**src/rtl/arb_pkg.sv**
```systemverilog
// arb_pkg: shared state encoding and default sizing for rr_grant_arbiter
package arb_pkg;
  typedef enum logic {ARB_IDLE, ARB_BUSY} arb_state_t;
  localparam int ARB_N = 8;
  localparam int ARB_IDX_W = $clog2(ARB_N);
  localparam int ARB_MAX_HOLD = 16;
endpackage

```
**src/rtl/rr_grant_arbiter_if.sv**
```systemverilog
// rr_grant_arbiter_if: request/grant bundle; master = requester side, slave = arbiter side
interface rr_grant_arbiter_if import arb_pkg::*; #(
  parameter int N = ARB_N,
  parameter int IDX_W = ARB_IDX_W
);
  logic [N-1:0] req;
  logic [N-1:0] gnt;
  logic [IDX_W-1:0] gnt_idx;
  logic gnt_valid;
  logic revoked;
  modport master (output req, input gnt, gnt_idx, gnt_valid, revoked);
  modport slave (input req, output gnt, gnt_idx, gnt_valid, revoked);
endinterface

```
**src/rtl/onehot_enc.sv**
```systemverilog
// onehot_enc: N-to-IDX_W one-hot to binary encoder (all-zero input gives 0)
module onehot_enc #(
  parameter int N = 8,
  parameter int IDX_W = 3
) (
  input  logic [N-1:0]     oh,
  output logic [IDX_W-1:0] idx
);
  always_comb begin
    idx = '0;
    for (int i = 0; i < N; i++)
      idx = oh[i] ? (idx | IDX_W'(i)) : idx;
  end
endmodule

```
**src/rtl/rr_grant_arbiter.sv**
```systemverilog
// rr_grant_arbiter: round-robin arbiter with registered one-hot + binary grant.
// Optional hold timeout with forced revoke is enabled by defining ARB_TIMEOUT_EN.
module rr_grant_arbiter import arb_pkg::*; #(
  parameter int N = ARB_N,
  parameter int IDX_W = ARB_IDX_W
`ifdef ARB_TIMEOUT_EN
  , parameter int MAX_HOLD = ARB_MAX_HOLD
`endif
) (
  input logic clk,
  input logic rst,
  rr_grant_arbiter_if.slave bus
);
  arb_state_t state, state_n;
  logic [IDX_W-1:0] owner, owner_n, ptr, ptr_n, gnt_idx, gnt_idx_n, pick_idx;
  logic [N-1:0] gnt, gnt_n, rot, pick, pick_gnt;
  logic gnt_valid, gnt_valid_n, revoked, revoked_n, expire;
  // rotate so ptr sits at bit 0, take lowest set bit, rotate back
  assign rot = N'({bus.req, bus.req} >> ptr);
  assign pick = rot & (~rot + N'(1));
  assign pick_gnt = N'(({pick, pick} << ptr) >> N);
  onehot_enc #(.N(N), .IDX_W(IDX_W)) u_enc (.oh(pick_gnt), .idx(pick_idx));
`ifdef ARB_TIMEOUT_EN
  localparam int CNT_W = $clog2(MAX_HOLD + 1);
  localparam logic [CNT_W-1:0] CNT_TOP = CNT_W'(MAX_HOLD - 1);
  logic [CNT_W-1:0] hold_cnt, hold_cnt_n;
  // counter parks at MAX_HOLD-1 so a requester arriving late still triggers a revoke
  assign expire = bus.req[owner] && hold_cnt == CNT_TOP && |(bus.req & ~gnt);
`else
  assign expire = 1'b0;
`endif
  always_comb begin
    state_n = state;
    owner_n = owner;
    ptr_n = ptr;
    gnt_n = gnt;
    gnt_idx_n = gnt_idx;
    gnt_valid_n = gnt_valid;
    revoked_n = 1'b0;
`ifdef ARB_TIMEOUT_EN
    hold_cnt_n = hold_cnt;
`endif
    if (state == ARB_IDLE) begin
      if (|bus.req) begin
        state_n = ARB_BUSY;
        owner_n = pick_idx;
        gnt_n = pick_gnt;
        gnt_idx_n = pick_idx;
        gnt_valid_n = 1'b1;
`ifdef ARB_TIMEOUT_EN
        hold_cnt_n = '0;
`endif
      end
    end else begin
`ifdef ARB_TIMEOUT_EN
      hold_cnt_n = (hold_cnt == CNT_TOP) ? hold_cnt : hold_cnt + 1'b1;
`endif
      if (!bus.req[owner] || expire) begin
        state_n = ARB_IDLE;
        gnt_n = '0;
        gnt_idx_n = '0;
        gnt_valid_n = 1'b0;
        ptr_n = owner + IDX_W'(1);
        revoked_n = expire;
      end
    end
  end
  always_ff @(posedge clk) begin
    if (rst) begin
      state <= ARB_IDLE;
      owner <= '0;
      ptr <= '0;
      gnt <= '0;
      gnt_idx <= '0;
      gnt_valid <= 1'b0;
      revoked <= 1'b0;
`ifdef ARB_TIMEOUT_EN
      hold_cnt <= '0;
`endif
    end else begin
      state <= state_n;
      owner <= owner_n;
      ptr <= ptr_n;
      gnt <= gnt_n;
      gnt_idx <= gnt_idx_n;
      gnt_valid <= gnt_valid_n;
      revoked <= revoked_n;
`ifdef ARB_TIMEOUT_EN
      hold_cnt <= hold_cnt_n;
`endif
    end
  end
  assign bus.gnt = gnt;
  assign bus.gnt_idx = gnt_idx;
  assign bus.gnt_valid = gnt_valid;
  assign bus.revoked = revoked;
endmodule

```
**src/flat_wrapper.sv**
```systemverilog
// flat-port wrapper written by rule: the top's interface ports become plain ports
module rr_grant_arbiter_flat import arb_pkg::*;
#(
  parameter int N = ARB_N,
  parameter int IDX_W = ARB_IDX_W

)
  (clk, rst, bus_req, bus_gnt, bus_gnt_idx, bus_gnt_valid, bus_revoked);
  rr_grant_arbiter_if #(.N(N), .IDX_W(IDX_W)) bus_i ();
  input logic clk;
  input logic rst;
  input wire logic [$bits(bus_i.req)-1:0] bus_req;
  output wire logic [$bits(bus_i.gnt)-1:0] bus_gnt;
  output wire logic [$bits(bus_i.gnt_idx)-1:0] bus_gnt_idx;
  output wire logic [$bits(bus_i.gnt_valid)-1:0] bus_gnt_valid;
  output wire logic [$bits(bus_i.revoked)-1:0] bus_revoked;
  assign bus_i.req = bus_req;
  assign bus_gnt = bus_i.gnt;
  assign bus_gnt_idx = bus_i.gnt_idx;
  assign bus_gnt_valid = bus_i.gnt_valid;
  assign bus_revoked = bus_i.revoked;
  rr_grant_arbiter #(.N(N), .IDX_W(IDX_W)) u_core (.clk(clk), .rst(rst), .bus(bus_i));
endmodule
```
**config.mk**
```make
export PLATFORM = sky130hd
export DESIGN_NAME = rr_grant_arbiter_flat
export DESIGN_NICKNAME = d
export VERILOG_FILES = /design/src/rtl/arb_pkg.sv /design/src/rtl/rr_grant_arbiter_if.sv /design/src/rtl/onehot_enc.sv /design/src/rtl/rr_grant_arbiter.sv /design/src/flat_wrapper.sv
export SDC_FILE = /design/constraint.sdc
export NUM_CORES = 1
export LEC_CHECK = 0
export CORE_ASPECT_RATIO = 1.1
export CORE_MARGIN = 2
export CORE_UTILIZATION = 50
export CTS_BUF_LIST = sky130_fd_sc_hd__clkbuf_16
export DETAILED_ROUTE_END_ITERATION = 8
export PLACE_DENSITY = 0.72
export SYNTH_ARGS = -nofsm -noshare
export SYNTH_HDL_FRONTEND = slang
export SYNTH_SLANG_ARGS = --single-unit
```
**constraint.sdc**
```tcl
create_clock -name clk -period 3.1 [get_ports clk]
set_input_delay 0.62 -clock clk [delete_from_list [all_inputs] [get_ports clk]]
set_output_delay 0.62 -clock clk [all_outputs]
set_load 0.02 [all_outputs]
```
==> results.py, run 1 <==
metrics = {
    "clock_network": {
        "post_cts_buffers": 0,
        "htreeDepth": 1,
        "tritoncts": "built",
        "clk_latency_ns": 0.25,
        "clk_pin_slew_ns": 0.05,
        "cts_hold_buf": 0,
        "root_buffer": "clkbuf_16",
        "cts.repair.resized": 0,
        "numCtsBuffers": 3,
        "clockBufferDepth": 2,
        "clock_sinks": 19,
    },
    "critical_path": {
        "reg2reg_depth": 8,
        "rrSetupSlack_ns": 0.42,
        "worstPathMaxFanout": 8,
        "crit_type": "primary input to flip-flop",
        "critPathArrivalTime_ns": 3.02,
        "critPathLaunchType": "primary input",
        "critical_path_required_ns": 3.28,
        "endpoint_kind": "flip-flop",
        "r2r_end": "u_core.owner[2]",
        "reg2reg_from": "u_core.ptr[2]",
    },
    "hold_path": {
        "min_path_cells": 1,
        "hp-start": "u_core.bus.gnt_idx[0]",
        "hold_class": "flip-flop to flip-flop",
        "hold_end": "u_core.bus.gnt_idx[0]",
    },
    "floorplanning": {
        "ios": 23,
        "die_h_um": 68.79,
        "placementRows": 23,
        "initial_core_util": 0.5221,
        "die_width_um": 62.90,
        "dieArea_um2": 4327,
        "core_um2": 3655,
    },
    "grt": {
        "antenna_found_initial": 0,
        "grt_usage": 0.2544,
        "grt_pass1_vias": 1779,
        "overflow": 0,
        "grt_max_degree": 23,
        "grt_first_pass_wirelength_um": 8673,
    },
    "power": {
        "ir_worst_vdd_mv": 0.4578,
        "internal-power_w": 0.0007330,
        "pwr-share-comb": 0.513,
        "sequentialPowerShare": 0.266,
        "pwr-share-clk": 0.221,
        "p_leak_nw": 0.8760,
        "p_sw_w": 0.0004696,
        "p_total_w": 0.001203,
        "power.density_nw_per_um2": 508.8,
        "netSwitchingFraction": 0.3905,
    },
    "timing": {
        "relSlewSlack": 0.6104,
        "fin_worst_skew_ns": 0.003583,
        "period_share": 0.9159,
        "finalWorstSetupSlack_ns": 0.2606,
        "rsz0062_at_grt": "no",
        "clock.fmax_mhz": 352.2,
        "fin_crit_ns": 2.839,
        "setup_tns_ns": 0,
        "hold_violations": 0,
        "finalSetupViolCount": 0,
        "maxSlewViolCount": 0,
        "tightestPinTransition_ns": 0.5836,
    },
    "synth": {
        "synth_area_leader_cell": "dfxtp_1",
        "synthCells": 217,
        "synth-edff-count": 0,
        "ys_seq_area_frac": 0.1993,
        "ys.warnings.count": 0,
        "synth_commonest_cells": "22 x nor2_1, 19 x dfxtp_1, 17 x mux2i_1",
        "async_flop_share": 0,
        "syn_nets": 228,
        "synthesis.area_um2": 1908,
        "avgSynthCellArea_um2": 8.793,
        "yosysUniqueCellTypes": 64,
        "ys_top_cells_by_area": "dfxtp_1 20%, mux2i_1 8.9%, mux4_2 7.1%, nor2_1 4.3%, a2111oi_4 2.9%",
        "synth_top_area_frac": 0.1993,
        "ys_ff_latch": 19,
        "synth.most_common_cell": "nor2_1",
        "dominantRegCellSynth": "dfxtp_1",
    },
    "placed_design": {
        "place_ws_ns": 0.04658,
        "place_congestion": 0.9179,
        "port_buffers": 21,
        "place_inst": 296,
        "dp_hpwl_um": 3998,
    },
    "layout": {
        "multi_input_comb_area_um2": 1363,
        "instances_no_fill": 300,
        "fillers": 323,
        "seq_area_um2": 380.4,
        "fin_util": 0.6467,
        "drive_above_1_share": 0.2320,
        "final_nets": 262,
        "syn_to_final_growth_pct": 23.87,
        "antenna_cells": 0,
    },
    "routing": {
        "postRouteAntennaNets": 0,
        "drc_errors": 0,
        "vias": 1871,
        "wl_per_cell_um": 17.63,
        "dr.pass1.iters": 4,
        "drt_iter0_drc": 135,
        "viasPerCell": 6.237,
        "wl_um": 5289,
    },
    "run": {
        "drv_cap": 0,
    },
    "run_status": {
        "status": "completed",
    },
}
==> power groups by stage <==
stage,logic [W],clock network (W),registers [W]
3_3_place_gp,0.000602,0,0.000326
6_report,0.000617,0.000265,0.000320
3_5_place_dp,0.000605,0,0.000326
4_1_cts,0.000612,0.000269,0.000321
5_1_grt,0.000666,0.000274,0.000326
2_1_floorplan,0.000421,0,0.000335
==> worst max-delay path, stage by stage <==
cell and delay (ns):
clkdlybuf4s50_1 0.53, buf_4 0.21, mux2_4 0.26, or4b_1 0.47, a211oi_1 0.27, o21ai_1 0.13
a211oi_2 0.29, nor4_2 0.10, a21oi_1 0.14
==> placed cells by master (no fill, tap or decap), types with 2 or more instances in the layout <==
master / n
a2111oi_2: 2
a2111oi_4: 2
a211oi_1: 6
a211oi_2: 2
a21o_1: 2
a21oi_1: 9
a22o_1: 2
a22oi_1: 6
a31oi_1: 3
a32oi_1: 2
and2_1: 3
buf_4: 30
clkbuf_16: 3
clkdlybuf4s50_1: 21
dfxtp_1: 19
inv_1: 6
mux2_2: 2
mux2i_1: 17
mux4_2: 6
nand2_1: 14
nand3_1: 6
nor2_1: 22
nor2b_1: 3
nor3_1: 4
nor4_1: 2
nor4b_1: 3
o211ai_1: 5
o21ai_0: 5
o21ai_1: 6
o31a_1: 2
or2_2: 2
or4_1: 2
==> cells by family after synthesis <==
logic type	share of synthesized area
xor gates and xnor gates	0.004591
buffers and inverters	0.08655
DFF	0.1993
adders and majority gates	0.006556
AOI/OAI and AO/OA	0.3003
other	0.001965
muxes	0.2111
and+or+nand+nor	0.1895
==> worst max path at each step <==
stage	from	slack, ns	cells after the start	to
finish	bus_req[0]	0.26	9	u_core.owner[2]
global route	bus_req[3]	0.09	9	u_core.owner[2]
CTS	bus_req[0]	0.28	9	u_core.owner[2]
detailed placement	bus_req[0]	0.05	9	u_core.owner[2]
global placement	bus_req[6]	0.08	8	u_core.owner[2]
floorplan	bus_req[3]	0.73	8	u_core.owner[2]
==> state kept, by name, indices dropped and copies added, names as in the netlist <==
register,cells
u_core.bus.gnt_valid,1
u_core.bus.gnt,8
u_core.state,1
u_core.bus.gnt_idx,3
u_core.owner,3
u_core.ptr,3
==> per-stage QoR <==
step | hold WS, ns | instance area, µm²
global route | 0.4852 | 2364
detailed placement | 0.4441 | 2283
CTS | 0.4568 | 2364
global placement | 0.4343 | 2283
floorplan | 0.4552 | 1908
finish | 0.4502 | 2364
==> area by class of cell <==
type,count,share of cell area
Tap cell,50,0.02647
Sequential cell,19,0.1609
Inverter,6,0.009529
Clock buffer,3,0.03176
Multi-Input combinational cell,169,0.5765
Timing Repair Buffer,52,0.1927
Clock inverter,1,0.002118
==> layer usage <==
metal	track usage	wire, µm	vias to the layer above
met4	0.08056	85	0
met1	0.3206	2318	895
met5	0	0	-
met2	0.4628	2583	69
li1	-	-	898
met3	0.02760	302	9
(Power assumes the default switching activity.)
==> run 2: changes to the inputs <==
- RECOVER_POWER: not set -> 25
==> run 2 against run 1 <==
  * Combinational power down 0.6%
  * Clock-buffer cell count unchanged
  * Sequential share of layout area unchanged
  * Routed wire length about the same
  * Maximum frequency about the same
  * Clock power about the same
  * Via count about the same
  * Largest cell class unchanged
==> results.py, run 2 (same netlist as run 1, synthesis figures left out) <==
metrics = {
    "routing": {
        "viasPerCell": 6.240,
        "drc_errors": 0,
        "drt_iter0_drc": 135,
        "postRouteAntennaNets": 0,
        "wl_um": 5288,
        "wl_per_cell_um": 17.63,
        "vias": 1872,
        "dr.pass1.iters": 4,
    },
    "placed_design": {
        "dp_hpwl_um": 3998,
        "placed_cell_area_um2": 2283,
        "port_buffers": 21,
        "place_congestion": 0.9179,
    },
    "clock_network": {
        "numCtsBuffers": 3,
        "clockBufferDepth": 2,
        "clk_latency_ns": 0.25,
        "htreeDepth": 1,
        "clock_sinks": 19,
        "cts.repair.resized": 0,
        "post_cts_buffers": 0,
        "cts_hold_buf": 0,
        "tritoncts": "built",
        "clk_pin_slew_ns": 0.05,
        "root_buffer": "clkbuf_16",
    },
    "critical_path": {
        "worstPathMaxFanout": 8,
        "critical_path_required_ns": 3.28,
        "critPathArrivalTime_ns": 3.02,
        "rrSetupSlack_ns": 0.42,
        "reg2reg_from": "u_core.ptr[2]",
        "crit_type": "primary input to flip-flop",
        "critPathLaunchType": "primary input",
        "reg2reg_depth": 8,
        "endpoint_kind": "flip-flop",
        "r2r_end": "u_core.owner[2]",
    },
    "layout": {
        "antenna_cells": 0,
        "drive_above_1_share": 0.2320,
        "largest_reg_flops": 8,
        "largest_register": "u_core.bus.gnt",
        "final_area_um2": 2364,
        "final_cell_mix": "30 x buf_4, 22 x nor2_1, 19 x dfxtp_1",
        "final_common_cell": "buf_4",
        "final_nets": 262,
        "syn_to_final_growth_pct": 23.87,
    },
    "floorplanning": {
        "placementRows": 23,
        "core_um2": 3655,
        "dieArea_um2": 4327,
        "die_width_um": 62.90,
        "ios": 23,
        "initial_core_util": 0.5221,
        "die_h_um": 68.79,
    },
    "hold_path": {
        "hold_end": "u_core.bus.gnt_idx[0]",
        "hp-start": "u_core.bus.gnt_idx[0]",
        "hold_class": "flip-flop to flip-flop",
        "min_path_cells": 1,
    },
    "timing": {
        "tightestPinTransition_ns": 0.5816,
        "setup_tns_ns": 0,
        "hold_violations": 0,
        "clock.fmax_mhz": 352.1,
        "relSlewSlack": 0.6117,
        "finalSetupViolCount": 0,
        "period_share": 0.9161,
        "maxSlewViolCount": 0,
        "fin_worst_skew_ns": 0.003576,
        "fin_crit_ns": 2.840,
        "rsz0062_at_grt": "no",
    },
    "run": {
        "drv_cap": 0,
    },
    "grt": {
        "grt_usage": 0.2544,
        "grt-busiest-layer": "met2",
        "grt_first_pass_wirelength_um": 8673,
        "use_met3": 0.02760,
        "grt_max_degree": 23,
        "grt_pass1_vias": 1779,
        "gr-usage-met1": 0.3206,
        "overflow": 0,
        "use_met2": 0.4628,
        "antenna_found_initial": 0,
    },
    "power": {
        "p_total_w": 0.001198,
        "ir_worst_vdd_mv": 0.4575,
        "power.density_nw_per_um2": 506.9,
        "p_leak_nw": 0.8976,
    },
    "run_status": {
        "status": "completed",
    },
}
run 2: cell count changes in the layout (fill, tap and decap cells not counted):
cell	before	now
clkdlybuf4s50_1	21	14
dlygate4sd3_1	0	7
run 2: power by group:
part	leakage, nW	total [W]	internal, W	switching, W
clock network	0.0409	0.000265	0.000173	0.0000925
logic	0.701	0.000613	0.000275	0.000337
registers	0.156	0.000320	0.000281	0.0000392
run 2: final cells by class:
type,instances,area [µm²]
inverter,6,22.52
sequential,19,380.4
fill,323,1291
tap,50,62.56
timing repair buffer,52,455.4
clock inverter,1,5.005
multi-input combinational,169,1363
clock buffer,3,75.07
run 2: worst max-delay path, stage by stage:
cell and delay (ns):
clkdlybuf4s50_1 0.53, buf_4 0.21, mux2_4 0.26, or4b_1 0.47, a211oi_1 0.27, o21ai_1 0.13
a211oi_2 0.29, nor4_2 0.10, a21oi_1 0.14
run 2: how the worst max path moves through the flow:
stage	startpoint	end	slack, ns	cells after the start
floorplan	bus_req[3]	u_core.owner[2]	0.73	8
finish	bus_req[0]	u_core.owner[2]	0.26	9
global route	bus_req[3]	u_core.owner[2]	0.09	9
CTS	bus_req[0]	u_core.owner[2]	0.28	9
detailed placement	bus_req[0]	u_core.owner[2]	0.05	9
global placement	bus_req[6]	u_core.owner[2]	0.08	8
run 2: routing by layer:
metal / vias up / routed length, µm
met5: - / 0
met4: 0 / 85
met3: 9 / 302
met2: 69 / 2584
met1: 896 / 2316
li1: 898 / -
run 2: stage by stage:
stage                     hold slack [ns]    util  setup WS (ns)  std cells
after global routing               0.4799  0.6467        0.09264        300
final                              0.4444  0.6467         0.2602        300
after CTS                          0.4568  0.6467         0.2818        300
after detailed placement           0.4441  0.6248        0.04658        296
after global placement             0.4343  0.6248        0.08202        296
after floorplan                    0.4552       -         0.7255        217
==> run 3: changes to the inputs <==
- MAX_ROUTING_LAYER: not set -> met4
==> run 3 against run 2 <==
  * Utilization unchanged
  * Routed wire length decreased by 0.19%
  * Largest power group unchanged
  * Largest cell class unchanged
  * Combinational power about the same
  * Total power decreased by 0.17%
  * Clock skew about the same
  * Critical path depth unchanged
==> results.py, run 3 (same netlist as run 1, synthesis figures left out) <==
metrics = {
    "run_status": {
        "status": "completed",
    },
    "floorplanning": {
        "core_um2": 3655,
        "dieArea_um2": 4327,
        "placementRows": 23,
        "ios": 23,
        "die_width_um": 62.90,
        "initial_core_util": 0.5221,
        "die_h_um": 68.79,
    },
    "clock_network": {
        "numCtsBuffers": 3,
        "cts.repair.resized": 0,
        "htreeDepth": 1,
        "root_buffer": "clkbuf_16",
        "tritoncts": "built",
        "clk_pin_slew_ns": 0.05,
        "cts_hold_buf": 0,
        "clock_sinks": 19,
        "clk_latency_ns": 0.25,
        "post_cts_buffers": 0,
        "clockBufferDepth": 2,
    },
    "placed_design": {
        "port_buffers": 21,
        "dp_hpwl_um": 3998,
        "place_inst": 296,
        "place_ws_ns": 0.04658,
        "place_congestion": 0.9340,
    },
    "timing": {
        "fin_worst_skew_ns": 0.003603,
        "hold_violations": 0,
        "fin_crit_ns": 2.844,
        "tightestPinTransition_ns": 0.5755,
        "rsz0062_at_grt": "no",
        "setup_tns_ns": 0,
        "finalWorstSetupSlack_ns": 0.2561,
        "finalSetupViolCount": 0,
        "period_share": 0.9174,
        "relSlewSlack": 0.6158,
        "maxSlewViolCount": 0,
        "clock.fmax_mhz": 351.6,
    },
    "layout": {
        "fillers": 323,
        "drive_above_1_share": 0.2320,
        "instances_no_fill": 300,
        "largest_reg_flops": 8,
        "largest_register": "u_core.bus.gnt",
        "final_cell_mix": "30 x buf_4, 22 x nor2_1, 19 x dfxtp_1",
        "final_nets": 262,
        "fin_util": 0.6467,
        "antenna_cells": 0,
        "final_common_cell": "buf_4",
        "syn_to_final_growth_pct": 23.87,
    },
    "grt": {
        "overflow": 0,
        "grt_max_degree": 23,
        "grt_first_pass_wirelength_um": 8666,
        "grt_pass1_vias": 1778,
        "grt_usage": 0.2618,
        "antenna_found_initial": 0,
    },
    "routing": {
        "drc_errors": 0,
        "drt_iter0_drc": 134,
        "wl_per_cell_um": 17.59,
        "dr.pass1.iters": 4,
        "wl_um": 5278,
        "viasPerCell": 6.260,
        "postRouteAntennaNets": 0,
        "vias": 1878,
    },
    "hold_path": {
        "hold_class": "flip-flop to flip-flop",
    },
    "critical_path": {
        "critPathArrivalTime_ns": 3.03,
        "endpoint_kind": "flip-flop",
        "critPathLaunchType": "primary input",
        "crit_type": "primary input to flip-flop",
        "critical_path_required_ns": 3.29,
        "worstPathMaxFanout": 8,
    },
    "power": {
        "power.density_nw_per_um2": 506.0,
        "p_total_w": 0.001196,
        "ir_worst_vdd_mv": 0.4571,
        "p_leak_nw": 0.8976,
    },
    "run": {
        "drv_cap": 0,
    },
}
## run 3: metal layers
metal	track usage	wire length (µm)
met1	0.3206	2281
met2	0.4628	2608
met3	0.02760	303
met4	0.08056	85
met5	-	0
## run 3: power breakdown
part           total (W)  switching [W]  internal (W)  leakage [nW]
Sequential      0.000320      0.0000390      0.000281         0.156
Combinational   0.000611       0.000336      0.000275         0.701
Clock           0.000265      0.0000923      0.000173        0.0409
Total            0.00120       0.000467      0.000729         0.898
## run 3: cell type report
class                      instances  area (µm²)  share of cell area
sequential                        19       380.4              0.1609
timing repair buffer              52       455.4              0.1927
tap                               50       62.56             0.02647
inverter                           6       22.52            0.009529
multi-input combinational        169        1363              0.5765
clock inverter                     1       5.005            0.002118
clock buffer                       3       75.07             0.03176
## run 3: final timing paths
path                                            start                     to  slack [ns]  depth (start not counted)
worst min-delay path            u_core.bus.gnt_idx[0]  u_core.bus.gnt_idx[0]        0.44                          1
worst min register to register  u_core.bus.gnt_idx[0]  u_core.bus.gnt_idx[0]        0.44                          1
worst max-delay path                       bus_req[0]        u_core.owner[2]        0.26                          9
worst max register to register          u_core.ptr[2]        u_core.owner[2]        0.42                          8
## run 3: critical path, stage by stage
cell and delay [ns]:
clkdlybuf4s50_1 0.53, buf_4 0.22, mux2_4 0.26, or4b_1 0.47, a211oi_1 0.27, o21ai_1 0.13
a211oi_2 0.29, nor4_2 0.09, a21oi_1 0.14
## run 3: per-stage QoR
step	hold WS [ns]	area (µm²)
floorplan	0.4552	1908
CTS	0.4568	2364
global placement	0.4343	2283
finish	0.4444	2364
global route	0.4799	2364
detailed placement	0.4441	2283
